<file path="config.mk">
export PLATFORM = sky130hd
export DESIGN_NAME = mu0_regbank
export DESIGN_NICKNAME = d
export VERILOG_FILES = /design/src/rtl/mu0_regbank.sv
export SDC_FILE = /design/constraint.sdc
export NUM_CORES = 1
export LEC_CHECK = 0
export CAP_MARGIN = 5
export CORE_ASPECT_RATIO = 1.5
export CORE_MARGIN = 8
export CORE_UTILIZATION = 60
export CTS_CLUSTER_SIZE = 16
export DETAILED_ROUTE_END_ITERATION = 10
export PLACE_DENSITY = 0.87
export SYNTH_ARGS = -nofsm -noshare
export SYNTH_HDL_FRONTEND = slang
export SYNTH_SLANG_ARGS = --single-unit
</file>
<file path="constraint.sdc">
create_clock -name Clk -period 5.7 [get_ports Clk]
set_clock_uncertainty 0.1 [all_clocks]
set_input_delay 0.855 -clock Clk [delete_from_list [all_inputs] [get_ports Clk]]
set_output_delay 0.855 -clock Clk [all_outputs]
set_load 0.01 [all_outputs]
</file>
<file path="src/rtl/mu0_regbank.sv">
// MU0 register bank: 2**ADDR_W registers with one load/inc/dec/clear write port,
// two combinational read ports and registered Zero/Carry. Optional macro: MU0_REGBANK_BYPASS_EN.

module mu0_regbank_cell #(
  parameter int                 WIDTH     = 12,
  parameter logic [WIDTH-1:0]   RESET_VAL = '0
) (
  input  logic             Clk,
  input  logic             Reset_n,
  input  logic             we,
  input  logic [WIDTH-1:0] d,
  output logic [WIDTH-1:0] q
);
  always_ff @(posedge Clk or negedge Reset_n) begin
    if (!Reset_n)  q <= RESET_VAL;
    else if (we)   q <= d;
  end
endmodule

module mu0_regbank #(
  parameter int                 WIDTH     = 12,
  parameter int                 ADDR_W    = 2,
  parameter logic [WIDTH-1:0]   RESET_VAL = '0
) (
  input  logic              Clk,
  input  logic              Reset_n,
  input  logic              En,
  input  logic              WrEn,
  input  logic [ADDR_W-1:0] WrAddr,
  input  logic [1:0]        Op,
  input  logic [WIDTH-1:0]  WrData,
  input  logic [ADDR_W-1:0] RdAddrA,
  output logic [WIDTH-1:0]  RdDataA,
  input  logic [ADDR_W-1:0] RdAddrB,
  output logic [WIDTH-1:0]  RdDataB,
  output logic              Zero,
  output logic              Carry
);
  localparam int NREGS = 2**ADDR_W;

  localparam logic [1:0] OP_LOAD = 2'b00;
  localparam logic [1:0] OP_INC  = 2'b01;
  localparam logic [1:0] OP_DEC  = 2'b10;
  localparam logic [1:0] OP_CLR  = 2'b11;

  localparam logic [WIDTH-1:0] ONE = {{(WIDTH-1){1'b0}}, 1'b1};

  typedef struct packed {
    logic              vld;
    logic [ADDR_W-1:0] addr;
    logic [1:0]        op;
    logic [WIDTH-1:0]  data;
  } wr_req_t;

  wr_req_t                        wr;
  logic [NREGS-1:0][WIDTH-1:0]    regs;
  logic [NREGS-1:0]               we;
  logic [WIDTH-1:0]               cur;
  logic [WIDTH-1:0]               nxt;
  logic                           carry_nxt;

  assign wr.vld  = En & WrEn;
  assign wr.addr = WrAddr;
  assign wr.op   = Op;
  assign wr.data = WrData;

  assign cur = regs[wr.addr];

  // WrData only feeds the load path, so an undriven WrData cannot leak into inc/dec/clear.
  always_comb begin
    nxt       = cur;
    carry_nxt = 1'b0;
    case (wr.op)
      OP_LOAD: nxt = wr.data;
      OP_INC: begin
        nxt       = cur + ONE;
        carry_nxt = &cur;
      end
      OP_DEC: begin
        nxt       = cur - ONE;
        carry_nxt = ~|cur;
      end
      OP_CLR:  nxt = '0;
      default: nxt = cur;
    endcase
  end

  genvar gi;
  generate
    for (gi = 0; gi < NREGS; gi++) begin : g_reg
      assign we[gi] = wr.vld && (wr.addr == ADDR_W'(gi));
      mu0_regbank_cell #(
        .WIDTH     (WIDTH),
        .RESET_VAL (RESET_VAL)
      ) u_cell (
        .Clk     (Clk),
        .Reset_n (Reset_n),
        .we      (we[gi]),
        .d       (nxt),
        .q       (regs[gi])
      );
    end
  endgenerate

  always_ff @(posedge Clk or negedge Reset_n) begin
    if (!Reset_n) begin
      Zero  <= (RESET_VAL == '0);
      Carry <= 1'b0;
    end else if (wr.vld) begin
      Zero  <= (nxt == '0);
      Carry <= carry_nxt;
    end
  end

`ifdef MU0_REGBANK_BYPASS_EN
  // Forward the pending write result so a same-cycle reader sees the post-edge value.
  assign RdDataA = (wr.vld && RdAddrA == wr.addr) ? nxt : regs[RdAddrA];
  assign RdDataB = (wr.vld && RdAddrB == wr.addr) ? nxt : regs[RdAddrB];
`else
  assign RdDataA = regs[RdAddrA];
  assign RdDataB = regs[RdAddrB];
`endif

endmodule

</file>
# Word-level counts from Yosys, hierarchy flattened
# Cells that the tools add are included.
# Widths: inputs -> output; s select.
# totals
register_bits	50
input_bits	24
out_inout_bits	26
wordCells	36
# op_classes
n_addsub	2
order_cmp	3
eq_ne	6
muxes	8
bitwise_logic	1
reduce_logical	10
# op_table
cell	n
$bmux 12 s2	3
$pmux 12 s4	1
$mux 12	3
$add 12x1->12 const B	1
$logic_not 12->1	1
$reduce_and 12->1	1
$reduce_or 12->1	1
$sub 12x1->12 const B	1
$lt 2x3->1 const B	3
$eq 2x2->1 const B	4
$eq 2x1->1 const B	2
$logic_and 1x1->1	4
$logic_not 2->1	2
$pmux 1 s2	1
$and 1x1->1	1
$logic_not 1->1	1

# Longest topological paths before layout
# Gate-level depths: netlist (run 1).
# depth
ltp_word	5
depth_mapped	11
ltp_nobuf	9

# Modules after synthesis
# A second synthesis (run 1) with hierarchy kept.
# unflattened
hier_cells	271
hier_area_um2	3726.1
# by_module_without_submodules
module	n_inst	cells_each	area_each_um2	seq_area_each_um2
mu0_regbank_cell	4	25	484.2	300.3
mu0_regbank	1	171	1789.2	51.3

# Least setup slack after synthesis (run 1)
# OpenSTA, ideal clock, no wires.
# synth_path
kind	input to register
start	in WrAddr[0]
end	reg Zero
setup_time_ns	0.086
t_arrival_ns	3.743
t_required_ns	5.514
path_slack_ns	1.771
stages	10
path_buffers	2
path_cell_list	buf_6 > clkbuf_1 > mux4_2 > ha_1 > a21o_1 > a211o_1 > a211o_1 > and3b_1 > o31a_1 > o31ai_2
# synth_between
elab_chain_len	5
word_cells_on_any_way	6
classes_between	2 x add/sub; 3 x mux; 1 x reduce/logical
# synth_rtl
item	line_no	rtl
start, declared	29	input logic [ADDR_W-1:0] WrAddr,
$bmux 12 s2 (*)	67	assign cur = regs[wr.addr];
$mux 12 (implied by the code) (*)	67	
$sub 12x1->12 or $add 12x1->12 (tied branches)	80, 76	
$pmux 12 s4 (*)	73	case (wr.op)
$logic_not 12->1 (*)	110	Zero <= (nxt == '0);
end signal, assigned	107	Zero <= (RESET_VAL == '0);
end signal, assigned	110	
end, declared	36	output logic Zero,
# Every way passes the cells marked *; elsewhere a longest branch is shown, timed or not. The select of a mux whose other input is x is not followed.
# A chain may end at the register's enable or synchronous reset.

# Worst setup path after layout (run 1)
# Ends and elaborated chain as after synthesis.

==> impl_metrics.json, run 1 <==
{
  "outcome": "completed",
  "setup_violations": 0,
  "clock-sinks": 50,
  "cp-end-kind": "flop",
  "cap_violations": 0,
  "start_util_pct": 61.09,
  "fin_nets": 406,
  "synth-main-ff-cell": "dfrtp_1",
  "holdPathStages": 2,
  "hp-class": "reg2reg",
  "h-tree-depth": 2,
  "synthAdderAreaFrac_pct": 5.207,
  "slew_violations": 0,
  "dpl.hpwl_mm": 7.379,
  "period_share_pct": 82.45,
  "grt_setup_unrepaired": "no",
  "vias": 3171,
  "crit_path_max_incr_delay_ns": 0.87,
  "syn_nets": 368,
  "ys_types": 50,
  "fin_cells": 441,
  "cts_hold_buf": 0,
  "synth_area_um2": 3508,
  "cp_data_required_time_ns": 5.82,
  "irDropWorstVdd_mv": 0.2398,
  "max-clock-path-buffers": 2,
  "r2r_cells": 8,
  "drive_gt1_share_pct": 12.74,
  "fill_cells": 416,
  "fp.dieArea_um2": 8601,
  "postSynthAreaPerCell_um2": 10.63,
  "ant_nets": 0,
  "seqCellArea_um2": 1252,
  "cts-root-buf": "clkbuf_8",
  "pin_count": 50,
  "synth-async-reset-ratio_pct": 100.0,
  "dieHeight_um": 109.7,
  "critPathMaxFanout": 12,
  "finalSetupTns_ns": 0,
  "grt_pass1_vias": 3153,
  "synth_top_family_by_area": "multiplexers",
  "viasPerCell": 7.190,
  "fin_crit_ns": 4.700,
  "wl_per_cell_um": 23.35,
  "layout_commonest_cell": "dfrtp_1",
  "hold_viol": 0,
  "drcViolationCount": 0,
  "grt_max_degree": 51,
  "grt_pass1_wl_mm": 16.57,
  "max_slew_margin_pct": 26.45,
  "final_cell_area_um2": 4131,
  "port_buffers": 49,
  "rows": 34,
  "ys_ff_latch": 50,
  "gr-total-overflow": 0,
  "postPlaceCellArea_um2": 4021,
  "core_region_area_um2": 5743,
  "slowest_stage": "clkdlybuf4s50_1",
  "grtUsageTotal_pct": 24.78,
  "place.gp.congestion": 0.9997,
  "area_growth_pct": 17.76,
  "post-route-util_pct": 71.94,
  "synth_compound_area_share_pct": 17.05,
  "worstMarginPinSlew_ns": 1.103,
  "critPathArrivalTime_ns": 4.82,
  "yosysTopAreaCell": "dfrtp_1",
  "power_density_nw_per_um2": 349.2,
  "clock_latency_ns": 0.30,
  "mostFrequentLayoutCells": "49 x dfrtp_1, 48 x clkdlybuf4s50_1, 47 x nand2_1",
  "leakage_nw": 1.702,
  "placedCellCount": 433,
  "synth.area.top_cells": "dfrtp_1 35%, mux4_2 20%, o21ai_0 5.8%",
  "dr.pass1.iters": 7,
  "yosys.area_share.simple_pct": 14.09,
  "syn-instance-count": 330,
  "timing.hold.ws_ns": 0.3884,
  "path_cells": "clkdlybuf4s50_1 > mux4_1 > fa_1 > a211oi_1 > o21bai_1 > mux2i_1 > nor3_1 > nand4_1 > o31ai_2",
  "multi_input_area_um2": 2163,
  "cts_setup_buffers": 0,
  "cp-start-kind": "primary input",
  "synth_mux_area_share_pct": 23.93,
  "drt_wl_total_mm": 10.30,
  "antenna_found_initial": 0,
  "timing.fmax_mhz": 212.8,
  "numCtsBuffers": 5,
  "seq_area_frac_synth_pct": 35.70,
  "n_antenna_cell": 0,
  "synth-edff-count": 0,
  "synth_top_cell_area_share_pct": 34.95,
  "die_w_um": 78.44,
  "tritoncts": "done",
  "synth-xor-area-share_pct": 1.248,
  "first_iter_violations": 224,
  "path_clk_slew_ns": 0.09,
  "path_class": "in2reg",
  "ys_warn_count": 0,
  "cts_resized": 0
}
routing by layer:
metal  GRT usage [%]  vias to the layer above  wire length [um]
met1           30.04                     1552              3727
met2           42.48                      217              5295
met3           3.682                       48               825
met4           11.70                        0               451
li1                -                     1354                 -
met5               0                        -                 0
synthesized netlist by cell type (2+ instances only):
| cell type | n |
|---|---|
| xor2_1 | 3 |
| xnor2_1 | 2 |
| nand2_1 | 47 |
| mux4_2 | 31 |
| a32o_1 | 2 |
| and2_1 | 2 |
| or4_1 | 2 |
| nor2b_1 | 2 |
| nor3_1 | 5 |
| nand4_1 | 4 |
| ha_1 | 13 |
| clkbuf_1 | 16 |
| nor2_1 | 22 |
| and4_1 | 3 |
| nand3_1 | 3 |
| dfrtp_1 | 49 |
| a21oi_1 | 21 |
| o31ai_1 | 2 |
| a211oi_1 | 5 |
| or3_1 | 2 |
| a211o_1 | 2 |
| a22oi_1 | 4 |
| a21o_1 | 3 |
| and4b_1 | 2 |
| mux4_1 | 5 |
| o31a_1 | 2 |
| nor4_1 | 6 |
| inv_1 | 4 |
| nand2b_1 | 2 |
| a32oi_1 | 2 |
| o21ai_0 | 41 |
| buf_1 | 3 |
layout make-up:
class | count | share of cell area [%]
clock buffer | 6 | 1.757
clock inverter | 2 | 0.9085
inverter | 4 | 0.3634
multi-input combinational | 256 | 52.36
sequential | 50 | 30.31
tap | 72 | 2.180
timing repair buffer | 51 | 12.11
through the flow:
step | power [mW] | worst slack (ns)
global route | 1.523 | 0.8658
detailed placement | 1.178 | 0.7825
CTS | 1.435 | 1.103
global placement | 1.152 | 0.8521
floorplan | 0.9255 | 1.771
finish | 1.443 | 1.000
registers in the layout (all words and copies together), names as in the netlist:
| register | count |
|---|---|
| Carry | 1 |
| Zero | 1 |
| g.u_cell.q | 48 |
path summary, 6_finish.rpt:
kind	startpoint	endpoint	slack, ns
min in group asynchronous	Reset_n	g_reg[0].u_cell.q[2]	0.65
max in group asynchronous	Reset_n	g_reg[0].u_cell.q[10]	4.17
worst min-delay path	Zero	Zero	0.39
worst max register to register	g_reg[0].u_cell.q[1]	Zero	2.14
worst max-delay path	WrAddr[0]	Zero	1.00
worst min register to register	Zero	Zero	0.39
power by group:
group	internal, mW	switching, mW
registers	0.444	0.0930
logic	0.326	0.333
clock network	0.131	0.116
total	0.901	0.542
critical path: cells and delay by family:
kind	cells	cell delay [ns]
mux	2	0.88
simple gates	2	0.76
fa+ha+maj	1	0.48
compound gates	3	0.96
buf+inv	1	0.87
kinds of logic (layout without fill, tap and decap cells):
logic type | count (synthesis) | count (layout)
buf+inv | 24 | 63
compound gates | 95 | 95
fa+ha+maj | 14 | 14
mux | 37 | 37
xor+xnor | 5 | 5
flops | 50 | 50
simple gates | 105 | 105
No activity file was read; power rests on OpenSTA's default activity.
==> inputs of run 2 (changes only) <==
- CORE_UTILIZATION: 60 -> 55
- PLACE_DENSITY: 0.87 -> 0.8
- clock period: 5.7 -> 4.6 ns (I/O delays scaled with it)
==> impl_metrics.json, run 2 (synthesized netlist as in run 1, its figures left out) <==
{
  "grt_setup_unrepaired": "no",
  "gr-total-overflow": 0,
  "antenna_found_initial": 0,
  "outcome": "completed",
  "pin_count": 50,
  "n_antenna_cell": 0,
  "max-clock-path-buffers": 2,
  "cp-start-kind": "primary input",
  "cp_data_required_time_ns": 4.65,
  "finalPower_mw": 1.807,
  "cp-end-kind": "flop",
  "dieHeight_um": 113.8,
  "multi_input_area_um2": 2163,
  "vias": 3097,
  "cts_resized": 0,
  "combPwrFrac_pct": 46.0,
  "crit_path_max_incr_delay_ns": 0.65,
  "fin_crit_ns": 4.131,
  "internal-power_mw": 1.142,
  "critPathMaxFanout": 11,
  "p_clk_share_pct": 17.4,
  "p_seq_share_pct": 36.6,
  "critPathArrivalTime_ns": 4.18,
  "p_switching_mw": 0.6654,
  "cap_violations": 0,
  "drive_gt1_share_pct": 15.93,
  "area_growth_pct": 20.83,
  "cts_hold_buf": 0,
  "tritoncts": "done",
  "mostFrequentLayoutCells": "49 x dfrtp_1, 48 x clkdlybuf4s50_1, 47 x nand2_1",
  "grt_pass1_vias": 3167,
  "rows": 35,
  "drt_wl_total_mm": 9.871,
  "path_delay_family": "compound AO/OA/AOI/OAI gates",
  "h-tree-depth": 2,
  "dr.pass1.iters": 5,
  "top_regs": "g.u_cell.q x48, Carry x1, Zero x1",
  "path_class": "in2reg",
  "worstMarginPinSlew_ns": 1.066,
  "start_util_pct": 56.82,
  "period_share_pct": 89.81,
  "irDropWorstVdd_mv": 0.2297,
  "largest_register_ffs": 48,
  "timing.hold.ws_ns": 0.3798,
  "die_w_um": 81.21,
  "core_region_area_um2": 6175,
  "wl_per_cell_um": 21.60,
  "leakage_nw": 1.767,
  "grtUsageTotal_pct": 23.08,
  "slew_violations": 0,
  "slowest_stage": "clkdlybuf4s50_1",
  "largest-register": "g.u_cell.q",
  "netSwitchingFraction_pct": 36.81,
  "clock_latency_ns": 0.31,
  "grt_max_degree": 51,
  "setup_violations": 0,
  "critPathBufInv": 3,
  "hold_viol": 0,
  "max_slew_margin_pct": 28.74,
  "numCtsBuffers": 5,
  "fill_cells": 446,
  "path_cells": "clkdlybuf4s50_1 > buf_4 > mux4_2 > ha_1 > nand2_1 > o21ai_0 > a221o_1 > nor4_1 > a211oi_1 > buf_4 > o21ai_0",
  "timing.fmax_mhz": 242.0,
  "cts_setup_buffers": 0,
  "ant_nets": 0,
  "clock-sinks": 50,
  "fp.dieArea_um2": 9243,
  "first_iter_violations": 189,
  "grt_pass1_wl_mm": 16.42,
  "hp-class": "in2async",
  "port_buffers": 49,
  "path_clk_slew_ns": 0.10,
  "place.gp.congestion": 0.9490,
  "power_density_nw_per_um2": 426.4,
  "seqCellArea_um2": 1252,
  "finalSetupTns_ns": 0,
  "cts-root-buf": "clkbuf_8",
  "drcViolationCount": 0,
  "fin_nets": 420,
  "dpl.hpwl_mm": 7.240,
  "viasPerCell": 6.777,
  "layout_commonest_cell": "dfrtp_1"
}
run 2: cell count changes in the layout (fill, tap and decap cells not counted):
cell and change:
buf_4 +14
run 2: per-stage QoR:
step	cell area (um2)	setup slack [ns]	cells	utilization, %
2_1_floorplan	3508	0.8356	330	-
3_3_place_gp	4129	0.3279	449	66.87
3_5_place_dp	4129	0.2625	449	66.87
4_1_cts	4239	0.5550	457	68.65
5_1_grt	4239	0.3168	457	68.65
6_report	4239	0.4686	457	68.65
run 2: layout make-up:
type | count | share of cell area (%)
Multi-Input combinational cell | 256 | 51.03
Clock inverter | 2 | 0.8855
Clock buffer | 6 | 1.712
Sequential cell | 50 | 29.55
Inverter | 4 | 0.3542
Timing Repair Buffer | 65 | 14.29
Tap cell | 74 | 2.184
run 2: power groups by stage:
stage / sequential, mW / combinational (mW) / clock (mW)
final: 0.662 / 0.831 / 0.315
after global routing: 0.678 / 0.904 / 0.334
after floorplan: 0.627 / 0.520 / 0
after detailed placement: 0.665 / 0.817 / 0
after global placement: 0.654 / 0.804 / 0
after CTS: 0.658 / 0.825 / 0.319
run 2: final timing paths:
check | start | endpoint | slack, ns | cells after the start
setup / recovery | WrAddr[0] | g_reg[3].u_cell.q[11] | 0.47 | 11
hold / removal | Reset_n | g_reg[0].u_cell.q[4] | 0.38 | 2
setup reg to reg | g_reg[1].u_cell.q[1] | g_reg[2].u_cell.q[8] | 1.21 | 8
hold reg to reg | Zero | Zero | 0.39 | 2
max in group asynchronous | Reset_n | g_reg[3].u_cell.q[6] | 3.58 | 2
min in group Clk | Zero | Zero | 0.39 | 2
run 2: worst reg2reg max path: stages (launching register included):
cell and delay, ns:
dfrtp_1 0.42, mux4_1 0.61, fa_1 0.47, a211oi_1 0.32, buf_4 0.17, o211ai_1 0.13
and3_1 0.21, a211oi_1 0.60, o21ai_0 0.21
run 2: metal layers:
layer	wire length (um)	global-route usage [%]
met1	3734	29.53
met2	4913	36.84
met3	893	3.307
met4	330	11.50
met5	0	0
==> inputs of run 3 (changes only) <==
- SETUP_SLACK_MARGIN: unset -> 0.1
==> results of run 3 <==
The final DEF is identical to that of run 2; final timing and power are the same.
